===== config.mk =====
export PLATFORM = sky130hd
export DESIGN_NAME = cla_serial_subtractor
export DESIGN_NICKNAME = d
export VERILOG_FILES = /design/src/rtl/cla_serial_subtractor.sv
export SDC_FILE = /design/constraint.sdc
export NUM_CORES = 1
export LEC_CHECK = 0
export CAP_MARGIN = 20
export CORE_AREA = 4 4 88 90
export DETAILED_ROUTE_END_ITERATION = 7
export DIE_AREA = 0 0 92 94
export HOLD_SLACK_MARGIN = 0.12
export PLACE_DENSITY = 0.77
export SYNTH_ARGS = -nofsm -noshare
export SYNTH_HDL_FRONTEND = slang
export SYNTH_SLANG_ARGS = --single-unit

===== constraint.sdc =====
create_clock -name clk -period 2.9 [get_ports clk]
set_input_delay 0.29 -clock clk [delete_from_list [all_inputs] [get_ports clk]]
set_output_delay 0.29 -clock clk [all_outputs]
set_load 0.05 [all_outputs]

===== src/rtl/cla_serial_subtractor.sv =====
// rtl/cla_serial_subtractor.sv - slice-serial A - B - Bin using one 4-bit CLA slice per clock
module cla_serial_subtractor #(
    parameter int WIDTH = 16
) (
    input  logic             clk,
    input  logic             reset,
    input  logic             start,
    input  logic [WIDTH-1:0] A,
    input  logic [WIDTH-1:0] B,
    input  logic             Bin,
    output logic             busy,
    output logic             done,
    output logic [WIDTH-1:0] Diff,
    output logic             Bout,
    output logic             Zero,
    output logic             Ovf
);

    localparam int NSLICE = WIDTH / 4;
    localparam int KW     = (NSLICE > 1) ? $clog2(NSLICE) : 1;

    typedef enum logic {IDLE, RUN} state_t;

    state_t           state;
    logic [WIDTH-1:0] a_q;
    logic [WIDTH-1:0] b_q;
    logic [WIDTH-1:0] res;
    logic             carry;
    logic [KW-1:0]    k;

    logic [3:0]       a_s;
    logic [3:0]       b_s;
    logic [3:0]       p;
    logic [3:0]       g;
    logic [3:0]       c;
    logic             c4;
    logic [3:0]       sum;
    logic [WIDTH-1:0] res_next;
    logic             last;
    logic             ovf_next;

    // Subtraction as A + ~B + ~Bin: the slice sees the inverted subtrahend and carry = ~borrow.
    always_comb begin
        a_s  = a_q[{k, 2'b00} +: 4];
        b_s  = ~b_q[{k, 2'b00} +: 4];
        p    = a_s ^ b_s;
        g    = a_s & b_s;
        c[0] = carry;
        c[1] = g[0] | (p[0] & c[0]);
        c[2] = g[1] | (p[1] & g[0]) | (p[1] & p[0] & c[0]);
        c[3] = g[2] | (p[2] & g[1]) | (p[2] & p[1] & g[0]) | (p[2] & p[1] & p[0] & c[0]);
        c4   = g[3] | (p[3] & g[2]) | (p[3] & p[2] & g[1]) | (p[3] & p[2] & p[1] & g[0])
             | (p[3] & p[2] & p[1] & p[0] & c[0]);
        sum  = p ^ c;
        res_next = res;
        res_next[{k, 2'b00} +: 4] = sum;
        last     = (k == KW'(NSLICE - 1));
        ovf_next = (a_q[WIDTH-1] != b_q[WIDTH-1]) && (res_next[WIDTH-1] != a_q[WIDTH-1]);
    end

    always_ff @(posedge clk or posedge reset) begin
        if (reset) begin
            state <= IDLE;
            a_q   <= '0;
            b_q   <= '0;
            res   <= '0;
            carry <= 1'b0;
            k     <= '0;
            busy  <= 1'b0;
            done  <= 1'b0;
            Diff  <= '0;
            Bout  <= 1'b0;
            Zero  <= 1'b0;
            Ovf   <= 1'b0;
        end else begin
            done <= 1'b0;
            case (state)
                IDLE: begin
                    if (start) begin
                        a_q   <= A;
                        b_q   <= B;
                        carry <= ~Bin;
                        k     <= '0;
                        busy  <= 1'b1;
                        state <= RUN;
                    end
                end
                RUN: begin
                    res   <= res_next;
                    carry <= c4;
                    k     <= k + 1'b1;
                    // Results publish atomically only on the final slice; outputs stay frozen until then.
                    if (last) begin
                        Diff  <= res_next;
                        Bout  <= ~c4;
                        Zero  <= (res_next == '0);
                        Ovf   <= ovf_next;
                        done  <= 1'b1;
                        busy  <= 1'b0;
                        k     <= '0;
                        state <= IDLE;
                    end
                end
                default: state <= IDLE;
            endcase
        end
    end

endmodule


== After elaboration in Yosys (flattened, before gate mapping) ==
Index checks and enable logic that the tools add are counted.

* Output and inout port bits: 21
* Bits in registers: 73
* Bits of input ports: 36
* Logic and storage cells: 75

* Bitwise gates (word level): 33
* Shift-type cells: 4
* Equal/unequal tests: 5
* Reductions and logical operators: 5
* $add $sub $neg: 2
* Multiplexer cells: 14

{| class="wikitable"
|+ Operator list
! cell !! number
|-
| $shiftx 16x5->4 || 2
|-
| $and 1x1->1 || 16
|-
| $bwmux 16 || 1
|-
| $logic_not 16->1 || 1
|-
| $shift 4x6->16 const A || 1
|-
| $shiftx 4x6->16 || 1
|-
| $or 1x1->1 || 10
|-
| $xor 4x4->4 || 2
|-
| $mux 1 || 7
|-
| $neg 4->6 || 1
|-
| $pmux 1 s2 || 3
|-
| $reduce_and 2->1 || 3
|-
| $and 4x4->4 || 1
|-
| $mux 2 || 2
|-
| $not 4->4 || 1
|-
| $pmux 2 s2 || 1
|-
| $not 1->1 || 3
|-
| $add 2x1->2 const B || 1
|-
| $eq 2x2->1 const B || 1
|-
| $ne 1x1->1 || 2
|-
| $ne 2x1->1 const B || 1
|-
| $ne 2x2->1 const B || 1
|-
| $logic_and 1x1->1 || 1
|}

== Depth between registers and ports, before layout ==
Gate-level depths: netlist of the first run.

* Word-level depth: 12
* Gate-level depth with buffers: 11
* Gate-level depth less buffers: 8

== Least setup slack after synthesis of the first run ==
OpenSTA, ideal clock, no wires.

* Kind: reg-to-reg
* From: register k[0]
* To: register Zero
* Data arrival time: 2.400 ns
* Stages on the path, launching flop included: 11
* Path slack: 0.379 ns
* Library setup time: 0.122 ns
* Path buffers: 3
* Required time: 2.778 ns
* Period minus slack after synthesis: 2.521 ns
* Path through: dfrtp_1 buf_6 buf_6 mux4_2 ha_1 buf_4 a21o_1 nand2_1 and3_2 o22ai_1 a32o_1

* Word-level cells in the longest chain between the ends: 11
* Elaborated cells between the ends (all ways): 28
* Those cells by class: 1 x add/sub; 1 x eq/ne; 4 x shift; 1 x mux; 19 x bitwise; 2 x reduce/logical

{| class="wikitable"
|+ Ends and longest elaborated chain
! element !! line !! text
|-
| from (decl) || 29 || <nowiki>logic [KW-1:0] k;</nowiki>
|-
| from (signal assigned) || 91 || <nowiki>k <= k + 1'b1;</nowiki>
|-
| $shiftx 16x5->4 || 45 || <nowiki>b_s = ~b_q[{k, 2'b00} +: 4];</nowiki>
|-
| $not 4->4 || 45 ||
|-
| $xor 4x4->4 or $and 4x4->4 (tied branches) || 46, 47 ||
|-
| $and 1x1->1 || 51 || <nowiki>c[3] = g[2] | (p[2] & g[1]) | (p[2] & p[1] & g[0]) | (p[2] & p[1] & p[0] & c[0]);</nowiki>
|-
| $or 1x1->1 or $and 1x1->1 (tied branches) (2 in a row) || 51 ||
|-
| $or 1x1->1 || 51 ||
|-
| $xor 4x4->4 || 54 || <nowiki>sum = p ^ c;</nowiki>
|-
| $shiftx 4x6->16 || 56 || <nowiki>res_next[{k, 2'b00} +: 4] = sum;</nowiki>
|-
| $bwmux 16 || 56 ||
|-
| $logic_not 16->1 || 96 || <nowiki>Zero <= (res_next == '0);</nowiki>
|-
| to (signal assigned) || 96 ||
|-
| to (decl) || 15 || <nowiki>output logic Zero,</nowiki>
|}

Parallel ways exist; a longest one is shown, timed or not.
A chain may end at the register's enable or synchronous reset.

== Worst setup path in the final report of the first run ==
Ends and elaborated chain as after synthesis.

==> results.env, run 1 <==
RESULT_OF_THE_RUN='finished, final reports clean'
DRCVIOLATIONCOUNT=0
GRT_FIRST_PASS_WIRELENGTH_UM=12800
TIMING_WORST_SETUP_PATH_TYPE='reg -> reg'
CTS_TREE='yes'
YOSYS_REG_BITS=73
PORT_BUFS=56
YS_TYPES=45
FLOORPLAN.ROWS=31
AREA_GROWTH_FROM_SYNTHESIS_TO_LAYOUT_PCT=26.3
DIEAREA_UM2=8650
SYNTH_ENABLE_FLOP_CELLS=0
DRV_SLEW=0
IO_PINS=57
R2R-START='k[0]$_DFFE_PP0P_'
SLEW_HEADROOM_PCT=53.3
FINAL_GP_CONGESTION=0.918
REG2REGPATHDEPTH=7
NUMCLOCKSINKS=73
START_UTIL_PCT=50.5
POST_SYNTHESIS_CELL_AREA_UM2=3570
CP-END-KIND='flip-flop'
CTS.ROOT.BUFFER_CELL='clkbuf_8'
CTS_HOLD_BUF=0
N_ANTENNA_CELL=0
DETAIL_ROUTE.WIRELENGTH_UM=7620
GRT.OVERFLOW.TOTAL=0
ROUTED_WIRE_LENGTH_PER_INSTANCE_UM=15.8
POST_ROUTE_CELLS_DRIVE_ABOVE_1_SHARE_PCT=19.5
CRIT_PATH_TOP_DELAY_CELL='mux4_2'
FLOORPLAN.DIE.HEIGHT_UM=94
FINAL_CELL_AREA_UM2=4500
SYN_AREA_PER_CELL_UM2=11.2
CTSRESIZECOUNT=0
SETUP_TOTAL_NEGATIVE_SLACK_PS=0
SYNTHESIS.NETS=366
CAP_VIOLATIONS=0
SHARE_OF_SYNTHESIZED_AREA_OCCUPIED_BY_FLIP_FLOPS_AND_LATCHES_PCT=51.2
SYNTH.YOSYS.WARNINGS=0
PERIOD_SHARE_PCT=91.4
INITIAL_ANTENNA_VIOLATION_COUNT=0
CRITICAL-PATH-MAX-STAGE-DELAY_PS=580
DETAILROUTE.VIA_COUNT=2592
DRT_PASS1_ITERATIONS=4
MAX_FREQ_MHz=377
CTS_SETUP_BUFFERS=0
FINISH.UTILIZATION_PCT=63.8
DPL_CELL_AREA_UM2=4250
FIN_WORST_SKEW_PS=10.7
CLKTRANSATPATHREGS_PS=80
GRT_MAX_DEGREE=34
PLACED_CELLS_INCL_TAPS=468
CRITICAL_PATH.CELL_CHAIN='mux4_2 -> inv_1 -> fa_1 -> nor4b_2 -> mux2i_1 -> and3_1 -> a32o_1'
DIE-WIDTH_UM=92
R2R_SETUP_SLACK_PS=250
MOSTFREQUENTLAYOUTCELL='dfrtp_1'
WORST-PATH-MAX-FANOUT=5
SETUP.WORST_PATH.START_CLASS='flip-flop'
SYNTHFLOPTYPE='dfrtp_1'
CTS_HTREE_LEVELS=3
FIRST_GLOBAL_VIAS=2606
WORSTSKEWPAIRLATENCY_PS=360
CP_DATA_REQUIRED_TIME_PS=3140
MOST-COMMON-LAYOUT-CELLS='dfrtp_1 (73), clkdlybuf4s50_1 (56), nand2_1 (48)'
SYNTHCELLS=318
PLACE_HPWL_UM=5750
DATA_ARRIVAL_TIME_OF_THE_CRITICAL_PATH_PS=2890
DETAIL_ROUTE.VIAS_PER_CELL=5.36
CRITICAL_PATH.REG2REG.ENDPOINT='Zero$_DFFE_PP0P_'
FILLER_CELL_COUNT=592
MIN-DELAY-PATH-CLASS='in -> async'
CLOCK_PATH_BUFFERS=2
MAX_SLEW.WORST_PIN.SLEW_PS=701
FINAL_NET_COUNT=428
CORE_REGION_AREA_UM2=7060
PERIOD_NEEDED_PS=2650
TIMING.FINAL.SETUP_VIOLATIONS=0
ANT_NETS=0
DRT_ITER0_MARKERS=160
LAYOUTNONFILLERINSTCOUNT=484
FINAL-HOLD-VIOLATION-COUNT=0
GRT_SETUP_UNREPAIRED='no'
CLOCK_BUFFER_COUNT_FROM_CTS=9
GLOBAL_ROUTE.USAGE.TOTAL_PCT=19.4
ASYNC_RESET_FF_SHARE_PCT=100
-- kinds of logic (layout without fill, tap and decap cells) --
| family | Yosys count | in the layout | share of synthesized area [%] |
|---|---|---|---|
| and+or+nand+nor | 94 | 94 | 13.2 |
| DFF | 73 | 73 | 51.2 |
| AOI/OAI and AO/OA | 63 | 63 | 9.96 |
| muxes | 45 | 45 | 16.6 |
| buffers and inverters | 27 | 94 | 3.61 |
| adders and majority gates | 12 | 12 | 4.42 |
| xor gates and xnor gates | 4 | 4 | 0.982 |
-- Yosys cell counts, types with 2 or more instances --
master,count,share of area (%)
nor2_1,11,1.2
nand2b_4,2,0.77
clkbuf_1,5,0.53
nor3_1,5,0.70
mux2i_1,4,1.1
buf_2,6,0.84
a21oi_1,14,2.0
nor2b_1,10,1.8
mux4_2,8,5.1
dfrtp_1,73,51
nand2_1,48,5.1
a22oi_1,2,0.42
nand3_1,2,0.28
o22ai_1,2,0.35
buf_6,2,0.63
xor2_1,2,0.49
xnor2_1,2,0.49
inv_1,11,1.2
o31ai_1,2,0.42
ha_1,11,3.9
mux2_2,33,10
a311oi_1,2,0.49
a211oi_1,2,0.42
o21ai_0,35,4.9
nand2b_1,4,0.70
-- sequential cells by signal, summed over array words and instances, names as in the netlist --
signal	count
state	1
Ovf	1
Zero	1
Bout	1
busy	1
a_q	16
done	1
Diff	16
b_q	16
carry	1
k	2
res	16
-- layout make-up --
type | instances | area [um2] | share of cell area, %
Multi-Input combinational cell | 218 | 1610 | 35.8
Inverter | 12 | 45.0 | 1.00
Tap cell | 99 | 124 | 2.75
Timing Repair Buffer | 66 | 636 | 14.1
Sequential cell | 73 | 1830 | 40.6
Clock inverter | 5 | 128 | 2.83
Clock buffer | 11 | 131 | 2.92
-- worst max-delay path, delay by kind of cell, from the launching register on --
kind,cells,cell delay (ps)
buffers and inverters,1,100
muxes,2,730
AOI/OAI and AO/OA,1,250
and+or+nand+nor,2,490
adders and majority gates,1,500
DFF,1,480
-- worst max path at each step --
stage,start,end
global placement,k[0]$_DFFE_PP0P_,Zero$_DFFE_PP0P_
finish,k[0]$_DFFE_PP0P_,Zero$_DFFE_PP0P_
floorplan,k[0]$_DFFE_PP0P_,Zero$_DFFE_PP0P_
global route,k[0]$_DFFE_PP0P_,Zero$_DFFE_PP0P_
CTS,k[0]$_DFFE_PP0P_,Zero$_DFFE_PP0P_
detailed placement,k[0]$_DFFE_PP0P_,Zero$_DFFE_PP0P_
-- routing by layer --
| layer | vias up | routed length [um] | global-route usage [%] |
|---|---|---|---|
| met3 | 18 | 468 | 5.21 |
| met4 | 0 | 194 | 10.8 |
| met1 | 1252 | 3250 | 23.5 |
| li1 | 1240 | - | - |
| met2 | 82 | 3710 | 31.4 |
| met5 | - | 0 | 0 |
-- metrics by stage --
| stage | hold slack [ps] | setup slack, ps |
|---|---|---|
| 3_5_place_dp | 470 | 242 |
| 2_1_floorplan | 376 | 379 |
| 4_1_cts | 205 | 237 |
| 5_1_grt | 247 | 98.3 |
| 6_report | 199 | 250 |
| 3_3_place_gp | 461 | 362 |
Power of run 1 is not shown: default switching activity piles up to over one toggle a cycle in this logic, so the estimate is an artifact.
==> run 2, diff against run 1 <==
--- a/config.mk
+++ b/config.mk
@@ -10,7 +10,7 @@
 export DETAILED_ROUTE_END_ITERATION = 7
 export DIE_AREA = 0 0 92 94
 export HOLD_SLACK_MARGIN = 0.12
-export PLACE_DENSITY = 0.77
+export PLACE_DENSITY = 0.79
 export SYNTH_ARGS = -nofsm -noshare
 export SYNTH_HDL_FRONTEND = slang
 export SYNTH_SLANG_ARGS = --single-unit
==> run 2 against run 1 <==
First-iteration DRC count down 24%. Register-to-register slack about the same. Design area down 0.94%. Critical path type unchanged. Sequential share of layout area up 0.39 points. Core utilization down 0.60 points. Worst hold slack better by 160 ps.
==> results.env, run 2 (synthesis gave the netlist of run 1 again) <==
SETUP.WORST_PATH.START_CLASS='flip-flop'
CRIT_PATH_TOP_DELAY_CELL='mux4_2'
N_ANTENNA_CELL=0
FINAL-HOLD-VIOLATION-COUNT=0
GLOBAL_ROUTE.USAGE.TOTAL_PCT=18.9
NUMCLOCKSINKS=73
CP_DATA_REQUIRED_TIME_PS=3140
FINAL_CELL_AREA_UM2=4460
ANT_NETS=0
ROUTED_WIRE_LENGTH_PER_INSTANCE_UM=15.4
R2R-START='k[0]$_DFFE_PP0P_'
TIMING.FINAL.SETUP_VIOLATIONS=0
MAX_SLEW.WORST_PIN.SLEW_PS=666
R2R_SETUP_SLACK_PS=240
TIMING_WORST_SETUP_PATH_TYPE='reg -> reg'
CP-ENDPOINT='Zero$_DFFE_PP0P_'
REG2REGPATHDEPTH=7
CLOCK_BUFFER_COUNT_FROM_CTS=9
AREA_GROWTH_FROM_SYNTHESIS_TO_LAYOUT_PCT=25.1
GRT_FIRST_PASS_WIRELENGTH_UM=12700
FLOORPLAN.DIE.HEIGHT_UM=94
START_UTIL_PCT=50.5
IO_PINS=57
FIRST_GLOBAL_VIAS=2627
DETAILROUTE.VIA_COUNT=2545
FLOORPLAN.ROWS=31
INITIAL_ANTENNA_VIOLATION_COUNT=0
CTS.ROOT.BUFFER_CELL='clkbuf_8'
WORST-PATH-MAX-FANOUT=5
FIN_WORST_SKEW_PS=9.06
MIN-DELAY-PATH-CLASS='in -> async'
DRCVIOLATIONCOUNT=0
CLKTRANSATPATHREGS_PS=70
CRIT_BUF_INV=1
SEQCELLAREA_UM2=1830
PATH_DEPTH=7
DR_WL_MET2_UM=3650
ROUTED_LENGTH_ON_MET3_UM=523
CLOCK_PATH_BUFFERS=2
MOSTFREQUENTLAYOUTCELL='dfrtp_1'
CRITICAL_PATH_START='k[0]$_DFFE_PP0P_'
DRT-MET1-WL_UM=3200
DRV_SLEW=0
DRT_ITER0_MARKERS=122
GRT_MAX_DEGREE=45
LAYOUTNONFILLERINSTCOUNT=482
FINAL_GP_CONGESTION=0.889
CAP_VIOLATIONS=0
MAX_FREQ_MHz=376
DPL_CELL_AREA_UM2=4240
SETUP_TOTAL_NEGATIVE_SLACK_PS=0
PLACE_HPWL_UM=5560
PATH_DELAY_FAMILY='multiplexers'
CRITICAL-PATH-MAX-STAGE-DELAY_PS=580
AREA_OF_COMBINATIONAL_CELLS_WITH_MULTIPLE_INPUTS_UM2=1620
GRT.OVERFLOW.TOTAL=0
CRITICAL_PATH.CELL_CHAIN='mux4_2 -> inv_1 -> fa_1 -> nor4b_2 -> mux2i_1 -> and3_1 -> a32o_1'
CORE_REGION_AREA_UM2=7060
CP-END-KIND='flip-flop'
RESULT_OF_THE_RUN='finished, final reports clean'
PLACED_CELLS_INCL_TAPS=466
DRT_PASS1_ITERATIONS=4
DATA_ARRIVAL_TIME_OF_THE_CRITICAL_PATH_PS=2900
CTS_HTREE_LEVELS=3
PORT_BUFS=56
WORSTSKEWPAIRLATENCY_PS=350
CTS_TREE='yes'
FIN_HOLD_WS_PS=360
FINAL_NET_COUNT=426
MOST-COMMON-LAYOUT-CELLS='dfrtp_1 (73), clkdlybuf4s50_1 (56), nand2_1 (48)'
DETAIL_ROUTE.VIAS_PER_CELL=5.28
POST_ROUTE_CELLS_DRIVE_ABOVE_1_SHARE_PCT=19.3
FILLER_CELL_COUNT=596
PERIOD_SHARE_PCT=91.7
CRITICAL_PATH.REG2REG.ENDPOINT='Zero$_DFFE_PP0P_'
GRT_SETUP_UNREPAIRED='no'
HIGHEST_LAYER='met4'
DETAIL_ROUTE.WIRELENGTH_UM=7440
DIE-WIDTH_UM=92
SLEW_HEADROOM_PCT=55.5
PERIOD_NEEDED_PS=2660
DIEAREA_UM2=8650
## run 2: per-layer routing
layer / global-route usage, % / up-vias
met2: 31.4 / 80
met3: 6.33 / 9
li1: - / 1235
met5: 0 / -
met1: 23.8 / 1221
met4: 5.45 / 0
## run 2: worst min path at each step
stage | cells past startpoint | to | from | slack, ps
after global placement | 2 | Diff[12]$_DFFE_PP0P_ | Diff[12]$_DFFE_PP0P_ | 460
final | 2 | Diff[12]$_DFFE_PP0P_ | reset | 360
after detailed placement | 2 | Diff[12]$_DFFE_PP0P_ | Diff[12]$_DFFE_PP0P_ | 460
after CTS | 2 | res[12]$_DFFE_PP0P_ | reset | 380
after floorplan | 1 | k[1]$_DFFE_PP0P_ | start | 380
after global routing | 2 | Diff[13]$_DFFE_PP0P_ | reset | 430
## run 2: final cells by class
cell class | instances | share of cell area, %
flip-flops and latches | 73 | 40.9
multi-input cells | 218 | 36.3
repair buffers | 64 | 14.2
clock buffers | 11 | 2.94
well taps | 99 | 2.78
clock inverters | 5 | 1.79
inverters | 12 | 1.01
## run 2: worst reg2reg max path, stage by stage, from the launching register on
cell     delay (ps)
dfrtp_1         480
mux4_2          580
inv_1           100
fa_1            520
nor4b_2         280
mux2i_1         150
and3_1          210
a32o_1          240
## run 2: repair_timing
action                     4_1_cts  5_1_grt
setup endpoints to repair        0        3
hold buffers                     0        0
buffers inserted                 0        0
gates resized for setup          0        1
## run 2: through the flow
| step | setup WS, ps | util (%) |
|---|---|---|
| 3_5_place_dp | 252 | 60.1 |
| 5_1_grt | 25.1 | 63.2 |
| 6_report | 239 | 63.2 |
| 2_1_floorplan | 379 | - |
| 4_1_cts | 228 | 63.1 |
| 3_3_place_gp | 350 | 60.1 |
Power of run 2 is left out for the same reason.
==> run 3, diff against run 2 <==
--- a/config.mk
+++ b/config.mk
@@ -7,10 +7,12 @@
 export LEC_CHECK = 0
 export CAP_MARGIN = 20
 export CORE_AREA = 4 4 88 90
+export CTS_CLUSTER_DIAMETER = 80
 export DETAILED_ROUTE_END_ITERATION = 7
 export DIE_AREA = 0 0 92 94
 export HOLD_SLACK_MARGIN = 0.12
 export PLACE_DENSITY = 0.79
+export SLEW_MARGIN = 20
 export SYNTH_ARGS = -nofsm -noshare
 export SYNTH_HDL_FRONTEND = slang
 export SYNTH_SLANG_ARGS = --single-unit
==> constraint.sdc (replaced) <==
create_clock -name clk -period 2.5 [get_ports clk]
set_input_delay 0.25 -clock clk [delete_from_list [all_inputs] [get_ports clk]]
set_output_delay 0.25 -clock clk [all_outputs]
set_load 0.05 [all_outputs]
==> run 3 against run 2 <==
First-iteration DRC count shrank 14%. Worst setup slack lost 230 ps. Count of clock-buffer cells in the layout is the same. Sequential share of layout area shrank 1.4 points. Via count grew 3.8%. Routed wire length grew 1.9%. Worst hold slack lost 150 ps. Cell count grew 3.1%. Critical path depth is the same. Core utilization grew 2.2 points.
==> results.env, run 3 (synthesis gave the netlist of run 1 again) <==
CTS.ROOT.BUFFER_CELL='clkbuf_8'
LAYOUTNONFILLERINSTCOUNT=497
CLOCK_PATH_BUFFERS=2
REG2REGPATHDEPTH=7
SLEW_HEADROOM_PCT=52.2
R2R-START='k[0]$_DFFE_PP0P_'
DETAIL_ROUTE.VIAS_PER_CELL=5.31
DRT_ITER0_MARKERS=105
CLKTRANSATPATHREGS_PS=70
MOSTFREQUENTLAYOUTCELL='dfrtp_1'
CP-END-KIND='flip-flop'
DETAIL_ROUTE.WIRELENGTH_UM=7590
CTS_HTREE_LEVELS=3
DRT_PASS1_ITERATIONS=4
DP_SLACK_PS=-60.4
TIMING_WORST_SETUP_PATH_TYPE='reg -> reg'
R2R_SETUP_SLACK_PS=5
CP_DATA_REQUIRED_TIME_PS=2730
DRV_SLEW=0
FIN_HOLD_WS_PS=211
PERIOD_SHARE_PCT=99.8
CORE_REGION_AREA_UM2=7060
GRT_MAX_DEGREE=37
N_ANTENNA_CELL=0
CRITICAL-PATH-MAX-STAGE-DELAY_PS=580
FLOORPLAN.ROWS=31
FLOORPLAN.DIE.HEIGHT_UM=94
DETAILROUTE.VIA_COUNT=2641
FINAL-HOLD-VIOLATION-COUNT=0
CLOCK_BUFFER_COUNT_FROM_CTS=9
CRITICAL_PATH.CELL_CHAIN='mux4_2 -> inv_2 -> fa_2 -> nor4b_2 -> mux2i_1 -> and3_1 -> a32o_1'
FIN_WORST_SKEW_PS=11.5
ANT_NETS=0
DRCVIOLATIONCOUNT=0
MOST-COMMON-LAYOUT-CELLS='dfrtp_1 (72), clkdlybuf4s50_1 (56), nand2_1 (48)'
GRT_FIRST_PASS_WIRELENGTH_UM=12800
AREA_GROWTH_FROM_SYNTHESIS_TO_LAYOUT_PCT=29.5
CRIT_PATH_TOP_DELAY_CELL='mux4_2'
FIRST_GLOBAL_VIAS=2711
PLACED_CELLS_INCL_TAPS=478
CRITICAL_PATH.REG2REG.ENDPOINT='Zero$_DFFE_PP0P_'
PLACE_HPWL_UM=5740
DIEAREA_UM2=8650
MAX_FREQ_MHz=401
POSTLAYOUTSETUPSLACKWORST_PS=5.01
RESULT_OF_THE_RUN='finished, final reports clean'
INITIAL_ANTENNA_VIOLATION_COUNT=0
CAP_VIOLATIONS=0
SETUP.WORST_PATH.START_CLASS='flip-flop'
IO_PINS=57
GRT_SETUP_UNREPAIRED='yes'
CRIT_BUF_INV=1
GLOBAL_ROUTE.USAGE.TOTAL_PCT=19.1
POST_ROUTE_CELLS_DRIVE_ABOVE_1_SHARE_PCT=25.4
DATA_ARRIVAL_TIME_OF_THE_CRITICAL_PATH_PS=2720
NUMCLOCKSINKS=73
MIN-DELAY-PATH-CLASS='in -> async'
DIE-WIDTH_UM=92
PORT_BUFS=56
WORST-PATH-MAX-FANOUT=5
GRT.OVERFLOW.TOTAL=0
MAX_SLEW.WORST_PIN.SLEW_PS=717
ROUTED_WIRE_LENGTH_PER_INSTANCE_UM=15.3
START_UTIL_PCT=50.5
PERIOD_NEEDED_PS=2490
WORSTSKEWPAIRLATENCY_PS=340
FINISH.UTILIZATION_PCT=65.4
FINAL_GP_CONGESTION=0.878
CTS_TREE='yes'
TIMING.FINAL.SETUP_VIOLATIONS=0
PATH_DELAY_FAMILY='multiplexers'
FINAL_NET_COUNT=441
[run 3: how the worst max path moves through the flow]
stage / cells past startpoint / startpoint / slack, ps / to
floorplan: 10 / k[0]$_DFFE_PP0P_ / 2 / Zero$_DFFE_PP0P_
global placement: 8 / k[0]$_DFFE_PP0P_ / 50 / Zero$_DFFE_PP0P_
detailed placement: 7 / k[0]$_DFFE_PP0P_ / -60 / Zero$_DFFE_PP0P_
CTS: 9 / k[0]$_DFFE_PP0P_ / 1 / Zero$_DFFE_PP0P_
global route: 7 / k[0]$_DFFE_PP0P_ / -80 / Zero$_DFFE_PP0P_
finish: 7 / k[0]$_DFFE_PP0P_ / 5 / Zero$_DFFE_PP0P_
[run 3: layer usage]
layer | up-vias | global-route usage, % | share of wire, %
met5 | - | 0 | 0
met4 | 0 | 7.92 | 2.0
met3 | 16 | 4.09 | 5.3
met2 | 78 | 32.8 | 50
met1 | 1287 | 23.3 | 43
li1 | 1260 | - | -
[run 3: per-stage QoR]
step / area, um2 / setup TNS [ps]
5_1_grt: 4620 / -88.5
2_1_floorplan: 3580 / 0
6_report: 4620 / 0
3_5_place_dp: 4340 / -60.4
3_3_place_gp: 4340 / 0
4_1_cts: 4560 / 0
[run 3: layout make-up]
cell class / count / area, um2
Clock buffer: 11 / 151
Sequential cell: 73 / 1830
Multi-Input combinational cell: 218 / 1670
Timing Repair Buffer: 79 / 749
Clock inverter: 5 / 53.8
Tap cell: 99 / 124
Inverter: 12 / 45.0
Fill cell: 575 / 2440
[run 3: worst register-to-register path: stages, from the launching register on]
cell and delay (ps):
dfrtp_2 420, mux4_2 580, inv_2 90, fa_2 470, nor4b_2 240, mux2i_1 130, and3_1 210, a32o_1 250
[run 3: timing repair]
action / CTS / global route
gates resized for setup: 4 / 9
setup endpoints to repair: 1 / 15
buffers inserted: 0 / 3
hold buffers: 0 / 0
pin swaps: 1 / 4
Power of run 3 is left out for the same reason.
